===== src/rtl/alu_pkg.sv =====
// Opcodes, FSM encoding and small helpers shared
// by the alu_mdu execute unit.
package alu_pkg;

   localparam logic [3:0] OP_ADDU  = 4'b0000;
   localparam logic [3:0] OP_ADD   = 4'b0001;
   localparam logic [3:0] OP_SUB   = 4'b0010;
   localparam logic [3:0] OP_SUBU  = 4'b0011;
   localparam logic [3:0] OP_NOR   = 4'b0100;
   localparam logic [3:0] OP_NAND  = 4'b0101;
   localparam logic [3:0] OP_MULTU = 4'b0110;
   localparam logic [3:0] OP_SLL   = 4'b0111;
   localparam logic [3:0] OP_SRL   = 4'b1000;
   localparam logic [3:0] OP_SLA   = 4'b1001;
   localparam logic [3:0] OP_SRA   = 4'b1010;
   localparam logic [3:0] OP_SLT   = 4'b1011;
   localparam logic [3:0] OP_SEQ   = 4'b1100;
   localparam logic [3:0] OP_SNE   = 4'b1101;
   localparam logic [3:0] OP_SLTU  = 4'b1110;
   localparam logic [3:0] OP_DIVU  = 4'b1111;

   localparam logic [1:0] ST_IDLE = 2'd0;
   localparam logic [1:0] ST_MUL  = 2'd1;
   localparam logic [1:0] ST_DIV  = 2'd2;
   localparam logic [1:0] ST_DONE = 2'd3;

   function automatic logic is_multi(input logic [3:0] op);
      return (op == OP_MULTU) || (op == OP_DIVU);
   endfunction

endpackage


===== src/rtl/alu_mdu_if.sv =====
// Request/response handshake bundle between the
// issue logic and the alu_mdu execute unit.
interface alu_mdu_if #(
   parameter int WIDTH = 32
) ();

   logic             in_valid;
   logic             in_ready;
   logic [3:0]       op;
   logic [WIDTH-1:0] a;
   logic [WIDTH-1:0] b;
   logic             kill;
   logic             out_valid;
   logic             out_ready;
   logic [WIDTH-1:0] result;
   logic             cond;
   logic             overflow;
   logic             dbz;
   logic [WIDTH-1:0] hi;
   logic [WIDTH-1:0] lo;

   modport master (
      output in_valid, op, a, b, kill, out_ready,
      input  in_ready, out_valid, result, cond,
      input  overflow, dbz, hi, lo
   );

   modport slave (
      input  in_valid, op, a, b, kill, out_ready,
      output in_ready, out_valid, result, cond,
      output overflow, dbz, hi, lo
   );

endinterface


===== src/rtl/muldiv_seq.sv =====
// Iterative shift-add multiplier and restoring divider
// sharing one 2*WIDTH working register.
module muldiv_seq #(
   parameter int WIDTH    = 32,
   parameter int MUL_STEP = 1
) (
   input  logic             clk,
   input  logic             rst_n,
   input  logic             start,
   input  logic             abort,
   input  logic             is_div,
   input  logic [WIDTH-1:0] a,
   input  logic [WIDTH-1:0] b,
   output logic             busy,
   output logic             done,
   output logic [WIDTH-1:0] hi,
   output logic [WIDTH-1:0] lo,
   output logic             dbz
);

   localparam int CW = $clog2(WIDTH) + 1;
   localparam int PW = WIDTH + MUL_STEP;

   logic [2*WIDTH-1:0] p;
   logic [2*WIDTH-1:0] p_mul;
   logic [2*WIDTH-1:0] p_div;
   logic [WIDTH-1:0]   dvs;
   logic [CW-1:0]      cnt;
   logic               busy_q;
   logic               div_q;
   logic               fast;
   logic [PW-1:0]      pp;
   logic [PW-1:0]      acc;
   logic [WIDTH:0]     shl;
   logic [WIDTH:0]     trial;

   // Divide by zero completes combinationally in the accept cycle
   assign fast = start && is_div && (b == '0);

   always_comb begin
      pp = '0;
      for (int k = 0; k < MUL_STEP; k++) begin
         if (p[k]) pp = pp + ({{MUL_STEP{1'b0}}, dvs} << k);
      end
   end

   assign acc = {{MUL_STEP{1'b0}}, p[2*WIDTH-1:WIDTH]} + pp;
   assign p_mul = {acc, p[WIDTH-1:MUL_STEP]};

   // Upper half is the partial remainder, lower half the quotient
   assign shl = {p[2*WIDTH-1:WIDTH], p[WIDTH-1]};
   assign trial = shl - {1'b0, dvs};
   assign p_div = trial[WIDTH]
      ? {shl[WIDTH-1:0], p[WIDTH-2:0], 1'b0}
      : {trial[WIDTH-1:0], p[WIDTH-2:0], 1'b1};

   always_ff @(posedge clk) begin
      if (!rst_n) begin
         p      <= '0;
         dvs    <= '0;
         cnt    <= '0;
         busy_q <= 1'b0;
         div_q  <= 1'b0;
      end else if (abort) begin
         busy_q <= 1'b0;
         cnt    <= '0;
      end else if (start && !fast) begin
         busy_q <= 1'b1;
         div_q  <= is_div;
         dvs    <= b;
         p      <= {{WIDTH{1'b0}}, a};
         cnt    <= is_div ? CW'(WIDTH)
                          : CW'(WIDTH / MUL_STEP);
      end else if (busy_q) begin
         if (cnt != '0) begin
            p   <= div_q ? p_div : p_mul;
            cnt <= cnt - CW'(1);
         end else begin
            busy_q <= 1'b0;
         end
      end
   end

   assign busy = busy_q;
   assign done = fast || (busy_q && (cnt == '0));
   assign hi   = fast ? a : p[2*WIDTH-1:WIDTH];
   assign lo   = fast ? {WIDTH{1'b1}} : p[WIDTH-1:0];
   assign dbz  = fast;

endmodule


===== src/rtl/alu_mdu.sv =====
// EX-stage ALU with single-cycle ops and an iterative
// multiply/divide unit behind one registered output.
module alu_mdu
   import alu_pkg::*;
#(
   parameter int WIDTH    = 32,
   parameter int MUL_STEP = 1
) (
   input logic       clk,
   input logic       rst_n,
   alu_mdu_if.slave  bus
);

   localparam int SW = $clog2(WIDTH);

   logic [1:0]       state;
   logic             vld;
   logic [WIDTH-1:0] res_q;
   logic             cnd_q;
   logic             ovf_q;
   logic             dbz_q;
   logic [WIDTH-1:0] hi_q;
   logic [WIDTH-1:0] lo_q;

   logic             fire;
   logic             multi;
   logic             seq_busy;
   logic             seq_done;
   logic             seq_dbz;
   logic [WIDTH-1:0] seq_hi;
   logic [WIDTH-1:0] seq_lo;

   logic [SW-1:0]    sh;
   logic [WIDTH-1:0] sum;
   logic [WIDTH-1:0] dif;
   logic [WIDTH-1:0] nb;
   logic             lt_s;
   logic             lt_u;
   logic             eq;
   logic [WIDTH-1:0] alu_r;
   logic             alu_c;
   logic             alu_o;

   assign bus.in_ready = rst_n && (state == ST_IDLE)
                      && (!vld || bus.out_ready)
                      && !bus.kill;
   assign fire  = bus.in_valid && bus.in_ready;
   assign multi = is_multi(bus.op);

   muldiv_seq #(
      .WIDTH    (WIDTH),
      .MUL_STEP (MUL_STEP)
   ) u_seq (
      .clk    (clk),
      .rst_n  (rst_n),
      .start  (fire && multi),
      .abort  (bus.kill),
      .is_div (bus.op == OP_DIVU),
      .a      (bus.a),
      .b      (bus.b),
      .busy   (seq_busy),
      .done   (seq_done),
      .hi     (seq_hi),
      .lo     (seq_lo),
      .dbz    (seq_dbz)
   );

   assign sh   = bus.b[SW-1:0];
   assign sum  = bus.a + bus.b;
   assign dif  = bus.a - bus.b;
   assign nb   = ~bus.b + WIDTH'(1);
   assign lt_s = $signed(bus.a) < $signed(bus.b);
   assign lt_u = bus.a < bus.b;
   assign eq   = bus.a == bus.b;

   always_comb begin
      alu_r = '0;
      alu_c = 1'b0;
      alu_o = 1'b0;
      unique case (bus.op)
         OP_ADDU: alu_r = sum;
         OP_ADD: begin
            alu_r = sum;
            alu_o = (bus.a[WIDTH-1] == bus.b[WIDTH-1])
                 && (sum[WIDTH-1] != bus.a[WIDTH-1]);
         end
         OP_SUB: begin
            alu_r = dif;
            alu_o = (bus.a[WIDTH-1] == nb[WIDTH-1])
                 && (dif[WIDTH-1] != bus.a[WIDTH-1]);
         end
         OP_SUBU: alu_r = dif;
         OP_NOR:  alu_r = ~(bus.a | bus.b);
         OP_NAND: alu_r = ~(bus.a & bus.b);
         OP_SLL,
         OP_SLA:  alu_r = bus.a << sh;
         OP_SRL:  alu_r = bus.a >> sh;
         OP_SRA:  alu_r = $signed(bus.a) >>> sh;
         OP_SLT: begin
            alu_r = {{(WIDTH-1){1'b0}}, lt_s};
            alu_c = lt_s;
         end
         OP_SLTU: begin
            alu_r = {{(WIDTH-1){1'b0}}, lt_u};
            alu_c = lt_u;
         end
         OP_SEQ: begin
            alu_r = {{(WIDTH-1){1'b0}}, eq};
            alu_c = eq;
         end
         OP_SNE:  alu_c = !eq;
         OP_MULTU,
         OP_DIVU: alu_r = '0;
      endcase
   end

   always_ff @(posedge clk) begin
      if (!rst_n) begin
         state <= ST_IDLE;
         vld   <= 1'b0;
         res_q <= '0;
         cnd_q <= 1'b0;
         ovf_q <= 1'b0;
         dbz_q <= 1'b0;
         hi_q  <= '0;
         lo_q  <= '0;
      end else if (bus.kill) begin
         // Squash beats completion; HI/LO keep pre-op values
         state <= ST_IDLE;
         vld   <= 1'b0;
      end else begin
         if (vld && bus.out_ready) vld <= 1'b0;
         unique case (state)
            ST_IDLE: begin
               if (fire && multi) begin
                  res_q <= '0;
                  cnd_q <= 1'b0;
                  ovf_q <= 1'b0;
                  dbz_q <= 1'b0;
                  if (seq_done) begin
                     hi_q  <= seq_hi;
                     lo_q  <= seq_lo;
                     dbz_q <= seq_dbz;
                     vld   <= 1'b1;
                     state <= ST_DONE;
                  end else begin
                     state <= (bus.op == OP_DIVU)
                            ? ST_DIV : ST_MUL;
                  end
               end else if (fire) begin
                  res_q <= alu_r;
                  cnd_q <= alu_c;
                  ovf_q <= alu_o;
                  dbz_q <= 1'b0;
                  vld   <= 1'b1;
               end
            end
            ST_MUL,
            ST_DIV: begin
               if (seq_done) begin
                  hi_q  <= seq_hi;
                  lo_q  <= seq_lo;
                  dbz_q <= seq_dbz;
                  vld   <= 1'b1;
                  state <= ST_DONE;
               end else if (!seq_busy) begin
                  state <= ST_IDLE;
               end
            end
            ST_DONE: begin
               if (bus.out_ready) state <= ST_IDLE;
            end
            default: state <= ST_IDLE;
         endcase
      end
   end

   assign bus.out_valid = vld;
   assign bus.result    = res_q;
   assign bus.cond      = cnd_q;
   assign bus.overflow  = ovf_q;
   assign bus.dbz       = dbz_q;
   assign bus.hi        = hi_q;
   assign bus.lo        = lo_q;

endmodule


===== src/flat_wrapper.sv =====
// flat-port wrapper written by rule: the top's interface ports become plain ports
module alu_mdu_flat import alu_pkg::*;
#(
   parameter int WIDTH    = 32,
   parameter int MUL_STEP = 1
)
  (clk, rst_n, bus_in_valid, bus_op, bus_a, bus_b, bus_kill, bus_out_ready, bus_in_ready, bus_out_valid, bus_result, bus_cond, bus_overflow, bus_dbz, bus_hi, bus_lo);
  alu_mdu_if #(.WIDTH(WIDTH)) bus_i ();
  input logic clk;
  input logic rst_n;
  input wire logic [$bits(bus_i.in_valid)-1:0] bus_in_valid;
  input wire logic [$bits(bus_i.op)-1:0] bus_op;
  input wire logic [$bits(bus_i.a)-1:0] bus_a;
  input wire logic [$bits(bus_i.b)-1:0] bus_b;
  input wire logic [$bits(bus_i.kill)-1:0] bus_kill;
  input wire logic [$bits(bus_i.out_ready)-1:0] bus_out_ready;
  output wire logic [$bits(bus_i.in_ready)-1:0] bus_in_ready;
  output wire logic [$bits(bus_i.out_valid)-1:0] bus_out_valid;
  output wire logic [$bits(bus_i.result)-1:0] bus_result;
  output wire logic [$bits(bus_i.cond)-1:0] bus_cond;
  output wire logic [$bits(bus_i.overflow)-1:0] bus_overflow;
  output wire logic [$bits(bus_i.dbz)-1:0] bus_dbz;
  output wire logic [$bits(bus_i.hi)-1:0] bus_hi;
  output wire logic [$bits(bus_i.lo)-1:0] bus_lo;
  assign bus_i.in_valid = bus_in_valid;
  assign bus_i.op = bus_op;
  assign bus_i.a = bus_a;
  assign bus_i.b = bus_b;
  assign bus_i.kill = bus_kill;
  assign bus_i.out_ready = bus_out_ready;
  assign bus_in_ready = bus_i.in_ready;
  assign bus_out_valid = bus_i.out_valid;
  assign bus_result = bus_i.result;
  assign bus_cond = bus_i.cond;
  assign bus_overflow = bus_i.overflow;
  assign bus_dbz = bus_i.dbz;
  assign bus_hi = bus_i.hi;
  assign bus_lo = bus_i.lo;
  alu_mdu #(.WIDTH(WIDTH), .MUL_STEP(MUL_STEP)) u_core (.clk(clk), .rst_n(rst_n), .bus(bus_i));
endmodule

===== config.mk =====
export PLATFORM = sky130hd
export DESIGN_NAME = alu_mdu_flat
export DESIGN_NICKNAME = d
export VERILOG_FILES = /design/src/rtl/alu_pkg.sv /design/src/rtl/alu_mdu_if.sv /design/src/rtl/muldiv_seq.sv /design/src/rtl/alu_mdu.sv /design/src/flat_wrapper.sv
export SDC_FILE = /design/constraint.sdc
export NUM_CORES = 1
export LEC_CHECK = 0
export ABC_AREA = 1
export ABC_CLOCK_PERIOD_IN_PS = 8850
export BUFFER_PORTS_ARGS = -buffer_cell sky130_fd_sc_hd__buf_4
export CAP_MARGIN = 5
export CORE_MARGIN = 4
export CORE_UTILIZATION = 50
export DETAILED_ROUTE_END_ITERATION = 7
export PLACE_DENSITY = 0.68
export RECOVER_POWER = 100
export SLEW_MARGIN = 20
export SYNTH_ARGS = -nofsm -noshare
export SYNTH_HDL_FRONTEND = slang
export SYNTH_HIERARCHICAL = 1
export SYNTH_SLANG_ARGS = --single-unit
export TNS_END_PERCENT = 1

===== constraint.sdc =====
create_clock -name clk -period 8.85 [get_ports clk]
set_clock_uncertainty 0.2 [all_clocks]
set_input_delay 0.4425 -clock clk [delete_from_list [all_inputs] [get_ports clk]]
set_output_delay 0.4425 -clock clk [all_outputs]
set_load 0.01 [all_outputs]

==> results of run 1 <==
power groups by stage:
stage               sequential (mW)  clock (mW)  combinational [mW]
global placement              0.960           0               0.824
finish                        0.940        1.10               0.855
floorplan                     0.961           0               0.524
CTS                           0.940        1.12               0.828
global route                  0.940        1.14               0.916
detailed placement            0.960           0               0.821
cells by family (layout without fill, tap and decap cells):
group / after synthesis / in the layout / share of synthesized area
simple gates: 2335 / 2335 / 0.410
compound gates: 844 / 844 / 0.197
buf+inv: 703 / 767 / 0.121
flops: 206 / 206 / 0.174
fa+ha+maj: 170 / 170 / 0.0909
xor+xnor: 19 / 19 / 0.00701
mux: 2 / 2 / 0.000844
cell usage in the layout (no fill, tap or decap), drive strengths merged, types with 71 or more instances in the layout:
cell,count
nand2,1309
inv,511
nor2,474
nand3,424
o21ai,372
a21oi,321
dfxtp,206
ha,166
clkbuf,140
buf,91
o211ai,71
metal layers:
layer  GRT usage  routed length [µm]
met1       0.523               42700
met2       0.640               46500
met3      0.0448               10200
met4       0.276                9460
met5           0                   0
layout make-up:
type                    instances  area share
clock inverters                11     0.00514
inverters                     515      0.0758
repair buffers                205      0.0459
clock buffers                  36      0.0293
multi-input cells            3370       0.653
well taps                     607      0.0297
flip-flops and latches        206       0.161
repair_timing:
item | CTS | global route
hold buffers | 10 | 0
hold endpoints to repair | 11 | 0
buffers inserted | 0 | 0
sequential cells by signal (all words and copies together) (netlist names):
register	cells
u_core/u_seq/p	64
u_core/bus.hi	32
u_core/bus.lo	32
u_core/bus.result	32
u_core/u_seq/dvs	32
u_core/u_seq/cnt	6
u_core/state	2
u_core/bus.cond	1
u_core/bus.dbz	1
u_core/bus.out_valid	1
u_core/bus.overflow	1
u_core/u_seq/busy	1
u_core/u_seq/div_q	1
worst max-delay path: cells and delay by family:
| kind | cells | cell delay, ps |
|---|---|---|
| AOI/OAI and AO/OA | 3 | 500 |
| adders and majority gates | 1 | 980 |
| buffers and inverters | 4 | 3570 |
| and+or+nand+nor | 7 | 1510 |
metrics by stage:
stage | cell area [µm²] | std cells | util | setup WS (ps)
final | 25600 | 4950 | 0.547 | 2030
after global routing | 25600 | 4950 | 0.547 | 1580
after CTS | 26000 | 4950 | 0.556 | 3630
after detailed placement | 25000 | 4893 | 0.535 | 3090
after global placement | 25000 | 4893 | 0.535 | 3110
after floorplan | 23700 | 4279 | - | 5680
how the worst max path moves through the flow:
stage / endpoint / depth (start not counted)
floorplan: u_core/bus.lo[10] / 18
global placement: u_core/bus.hi[7] / 19
detailed placement: u_core/bus.hi[28] / 19
CTS: u_core/bus.hi[29] / 19
global route: u_core/u_seq/dvs[23] / 16
finish: u_core/bus.result[8] / 15
==> run metrics, run 1 <==
Synth Area per Inst between 5 and 6 µm²; Die Ht ~230 µm; first-pass GRT wire length 160000 µm; worst hold start bus_b[13]; violated checks DRC, capacitance limit, slew limit; Period minus WS final a little under 7000 ps; Synth area leaders nand2_1 21%, dfxtp_1 17%, nand3_1 8.9%, ha_1 8.8%, inv_1 7.7%; root buffer cell clkbuf_16; layout cells sized above 1 0.0447; CP most frequent cell nand2_1; Worst setup startpoint bus_b[3]; FF+latch count, synth about 200; Clk pwr share 0.379; Final Total Pwr about 2.9 mW; most common cell in the synthesized netlist nand2_1; CP Launch Type input port; Max Transition Viols Final between 200 and 250; Leakage Power roughly 13 nW; Initial Utilization 0.507; outcome finished with violations; final setup fails 0; Synth Warn # 6; Post-CTS Resized 0; post-route ant nets 0; Yosys cell types 57; share of the synthesized area in the top cell type 0.205; R2R setup slack around 2600 ps; switch share 0.373; cts bufs inserted 26; Seq/Total Area, Yosys 0.174; placer congestion estimate ~1.1; Crit Path Class in2reg; row count 79; hpwl dp ~87000 µm; Async S/R FF share, synth 0; share of power burned in registers 0.325; final wirelength about 110000 µm; Reg area between 0.004 and 0.005 mm²; WP data required approximately 9100 ps; # IOs about 170; combinational share of power 0.296; GRT Resource Usage Total 0.406; CTS tree yes; Mapped Nets roughly 4500; Internal Pwr Total 1.81 mW; Clock Pin Slew Worst Setup and Hold Paths about 60 ps; largest stage delay on the critical path around 1900 ps; Final Hold Viols 0; Slew headroom -1.06; CP endpoint kind flip-flop; initial antenna violation count 0; Post-synth top flop dfxtp_1; worst min-delay path endpoint u_core/u_seq/dvs[13]; max-cap viol count 4; Avg Vias per Cell about 5.9; Via Count 29182; fmax 0.147 GHz; vias in the first global route 26475; setup_tns 0 ps; clk buf depth 3; input/output buffers around 170; Synth area leader nand2_1; Die Area about 0.05 mm²; grt total ovfl 0; die span in x approximately 230 µm; P_sw ~1.1 mW; r2r endpoint u_core/u_seq/dvs[6]; Clock Sinks 206; RSZ-0062 raised after global routing false; detailed-route DRC error count 4; CP max-delay cell clkbuf_1; start of the worst register-to-register path u_core/state[0]; CORE AREA between 0.04 and 0.05 mm²; Post-layout nets between 4000 and 5000; final worst-path cycle share 0.771; Mapped Area roughly 0.024 mm²; synthesized netlist cell count 4279; filler instances 5212; R2R depth 15; routed length per instance about 22 µm; multi-input logic area roughly 0.017 mm²; Initial DRT Pass Iterations 8; Worst IR Drop VDD 178 µV; clk_lat worst skew about 570 ps; WHS Path Cells 3; worst-margin pin slew about 3100 ps; critical path cell sequence clkbuf_1 -> clkinv_1 -> clkbuf_1 -> ha_1 -> inv_1 -> a21oi_1 -> nand2_1 -> nand2_1 -> o211ai_1 -> nor2_1 -> nor2_1 -> nor3_1 -> nand2_1 -> nand2_1 -> a21oi_1; P&R area growth vs syn 7.74%; CP max FO 62; Arr. time, crit path 7020 ps; Min Hold Slack around 17 ps; diode count 0; pwr dens ~110 mW/mm²; Post-synth EDFFs 0; top post-synthesis cells by count 1297 x nand2_1, 489 x inv_1, 466 x nor2_1; largest net degree at the start of global routing just under 100; Hold Path Class in2reg; Iter 0 DRT Violations between 3000 and 4000; H-tree depth 1
(Power assumes the default switching activity.)
==> run 2, diff against run 1 <==
--- a/config.mk
+++ b/config.mk
@@ -6,7 +6,7 @@
 export NUM_CORES = 1
 export LEC_CHECK = 0
 export ABC_AREA = 1
-export ABC_CLOCK_PERIOD_IN_PS = 8850
+export ABC_CLOCK_PERIOD_IN_PS = 7100
 export BUFFER_PORTS_ARGS = -buffer_cell sky130_fd_sc_hd__buf_4
 export CAP_MARGIN = 5
 export CORE_MARGIN = 4
==> constraint.sdc (replaced) <==
create_clock -name clk -period 7.1 [get_ports clk]
set_clock_uncertainty 0.2 [all_clocks]
set_input_delay 0.355 -clock clk [delete_from_list [all_inputs] [get_ports clk]]
set_output_delay 0.355 -clock clk [all_outputs]
set_load 0.01 [all_outputs]
==> run metrics, run 2 (synthesis gave the netlist of run 1 again) <==
GRT Resource Usage Total 0.409 (+0.00250); R2R setup slack 1340 ps (-1280 ps); input/output buffers 173 (unchanged); Slew headroom -0.923 (+0.133); multi-input logic area 0.0167 mm² (+0.19%); CP max FO 65 (+4.8%); H-tree depth 1 (unchanged); Reg area 0.00412 mm² (unchanged); setup_tns 0 ps (unchanged); Final Hold Viols 0 (unchanged); WHS Path Cells 3 (unchanged); final wirelength 110000 µm (+0.61%); layout cells sized above 1 0.0447 (about the same); worst-margin pin slew 2880 ps (-199 ps); max FFs per register 64 (unchanged); outcome finished with violations; Iter 0 DRT Violations 3901 (+4.8%); post-route ant nets 0 (unchanged); Die Ht 226 µm (unchanged); final worst-path cycle share 0.890; initial antenna violation count 2 (+2); Max Transition Viols Final 272 (+14%); r2r endpoint u_core/u_seq/dvs[5]; P&R area growth vs syn 8.79%; start of the worst register-to-register path u_core/state[0]; # IOs 174 (unchanged); Clock Sinks 206 (unchanged); Min Hold Slack 44.3 ps (+27.3 ps); worst min-delay path endpoint u_core/u_seq/dvs[27]; Hold Path Class in2reg; fmax 0.158 GHz; die span in x 226 µm (unchanged); Avg Vias per Cell 5.94 (+0.72%); R2R depth 15 (unchanged); Worst setup startpoint bus_b[0]; pwr dens 140 mW/mm² (+24%); Leakage Power 12.8 nW (+0.66%); Clock Pin Slew Worst Setup and Hold Paths 60 ps (about the same); CORE AREA 0.0468 mm² (unchanged); clk buf depth 3 (unchanged); Worst IR Drop VDD 181 µV (+1.6%); root buffer cell clkbuf_16; Initial Utilization 0.507 (unchanged); detailed-route DRC error count 0 (-4); final setup fails 0 (unchanged); Crit Path Class in2reg; row count 79 (unchanged); Initial DRT Pass Iterations 6 (-2); violated checks capacitance limit, slew limit; worst hold start bus_b[27]; Period minus WS final between 6000 and 7000 ps; Die Area 0.0510 mm² (unchanged); routed length per instance 22.0 µm (+0.19%); CP endpoint kind flip-flop; largest net degree at the start of global routing 95 (-3.1%); CP Launch Type input port; largest reg by FF count u_core/u_seq/p; RSZ-0062 raised after global routing false; vias in the first global route 26561 (+0.32%); placer congestion estimate 1.07 (-3.1%); commonest cells after routing, fill and taps aside 1297 x nand2_1, 491 x inv_1, 466 x nor2_1, 424 x nand3_1, 319 x a21oi_1; Arr. time, crit path 6540 ps (-480 ps); first-pass GRT wire length 161000 µm (+0.82%); Post-layout nets 4590 (+0.50%); commonest non-fill, non-tap cell in the layout nand2_1; grt total ovfl 0 (unchanged); WP data required 7320 ps (-1730 ps); Via Count 29516 (+1.1%); cts bufs inserted 26 (unchanged); clk_lat worst skew 580 ps (about the same); max-cap viol count 4 (unchanged); hpwl dp 87100 µm (-0.17%); CTS tree yes; filler instances 5173 (-0.75%)
## run 2: cell types whose count changed in the layout (fill, tap and decap cells not counted), moves of 3 or more
| cell | previous run | this run |
|---|---|---|
| o211ai_2 | 2 | 8 |
| dlygate4sd3_1 | 10 | 34 |
| o21ai_0 | 288 | 293 |
| inv_2 | 19 | 22 |
| o21ai_1 | 83 | 78 |
| o211ai_1 | 69 | 63 |
| clkinv_2 | 5 | 0 |
## run 2: cell type report
| type | instances | share of cell area |
|---|---|---|
| antenna | 1 | 0.0000970 |
| clock buffer | 38 | 0.0297 |
| clock inverter | 6 | 0.00397 |
| inverter | 515 | 0.0749 |
| multi-input combinational | 3370 | 0.648 |
| sequential | 206 | 0.160 |
| tap | 607 | 0.0294 |
| timing repair buffer | 228 | 0.0543 |
## run 2: timing repair
item / 4_1_cts / 5_1_grt
setup buffers: 0 / 0
hold buffers: 34 / 0
endpoints found under the setup margin: 0 / 0
endpoints found under the hold margin: 38 / 0
gates resized for setup: 0 / 0
## run 2: critical path, cell delays in order
cell,delay (ps)
clkbuf_1,2000
inv_1,1550
ha_1,630
or2_2,310
o21a_1,160
nand2_1,80
nand2_1,200
a21oi_1,180
nand2_1,80
nand2_1,300
nand3_1,440
nand2_1,160
a21oi_1,70
## run 2: worst max path at each step
stage / endpoint / slack, ps / depth (start not counted)
final: u_core/bus.result[6] / 780 / 13
after global routing: u_core/u_seq/dvs[5] / 470 / 16
after detailed placement: u_core/bus.hi[0] / 1150 / 19
after global placement: u_core/bus.hi[5] / 1280 / 19
after CTS: u_core/bus.hi[6] / 1730 / 19
after floorplan: u_core/bus.lo[10] / 3930 / 18
## run 2: power breakdown
group          leakage, nW  internal, mW  total (mW)  switching, mW
Clock                0.425         0.816        1.36          0.548
Sequential            1.66          1.17        1.17        0.00580
Combinational         10.7         0.293        1.08          0.783
Total                 12.8          2.27        3.61           1.34
## run 2: routing by layer
metal / GRT usage / vias up / wire length, µm
li1: - / 14074 / -
met1: 0.526 / 13351 / 42400
met2: 0.634 / 1703 / 46600
met3: 0.0567 / 388 / 10800
met4: 0.281 / 0 / 9710
met5: 0 / - / 0
## run 2: stage by stage
step                      power (mW)  cell area (µm²)   util  instances  setup WS [ps]
after floorplan                 1.85            23700      -       4279           3930
after global placement          2.22            25000  0.535       4892           1280
after detailed placement        2.22            25000  0.535       4892           1150
after CTS                       3.60            26200  0.561       4970           1730
after global routing            3.75            25800  0.552       4970            465
final                           3.61            25800  0.552       4971            779
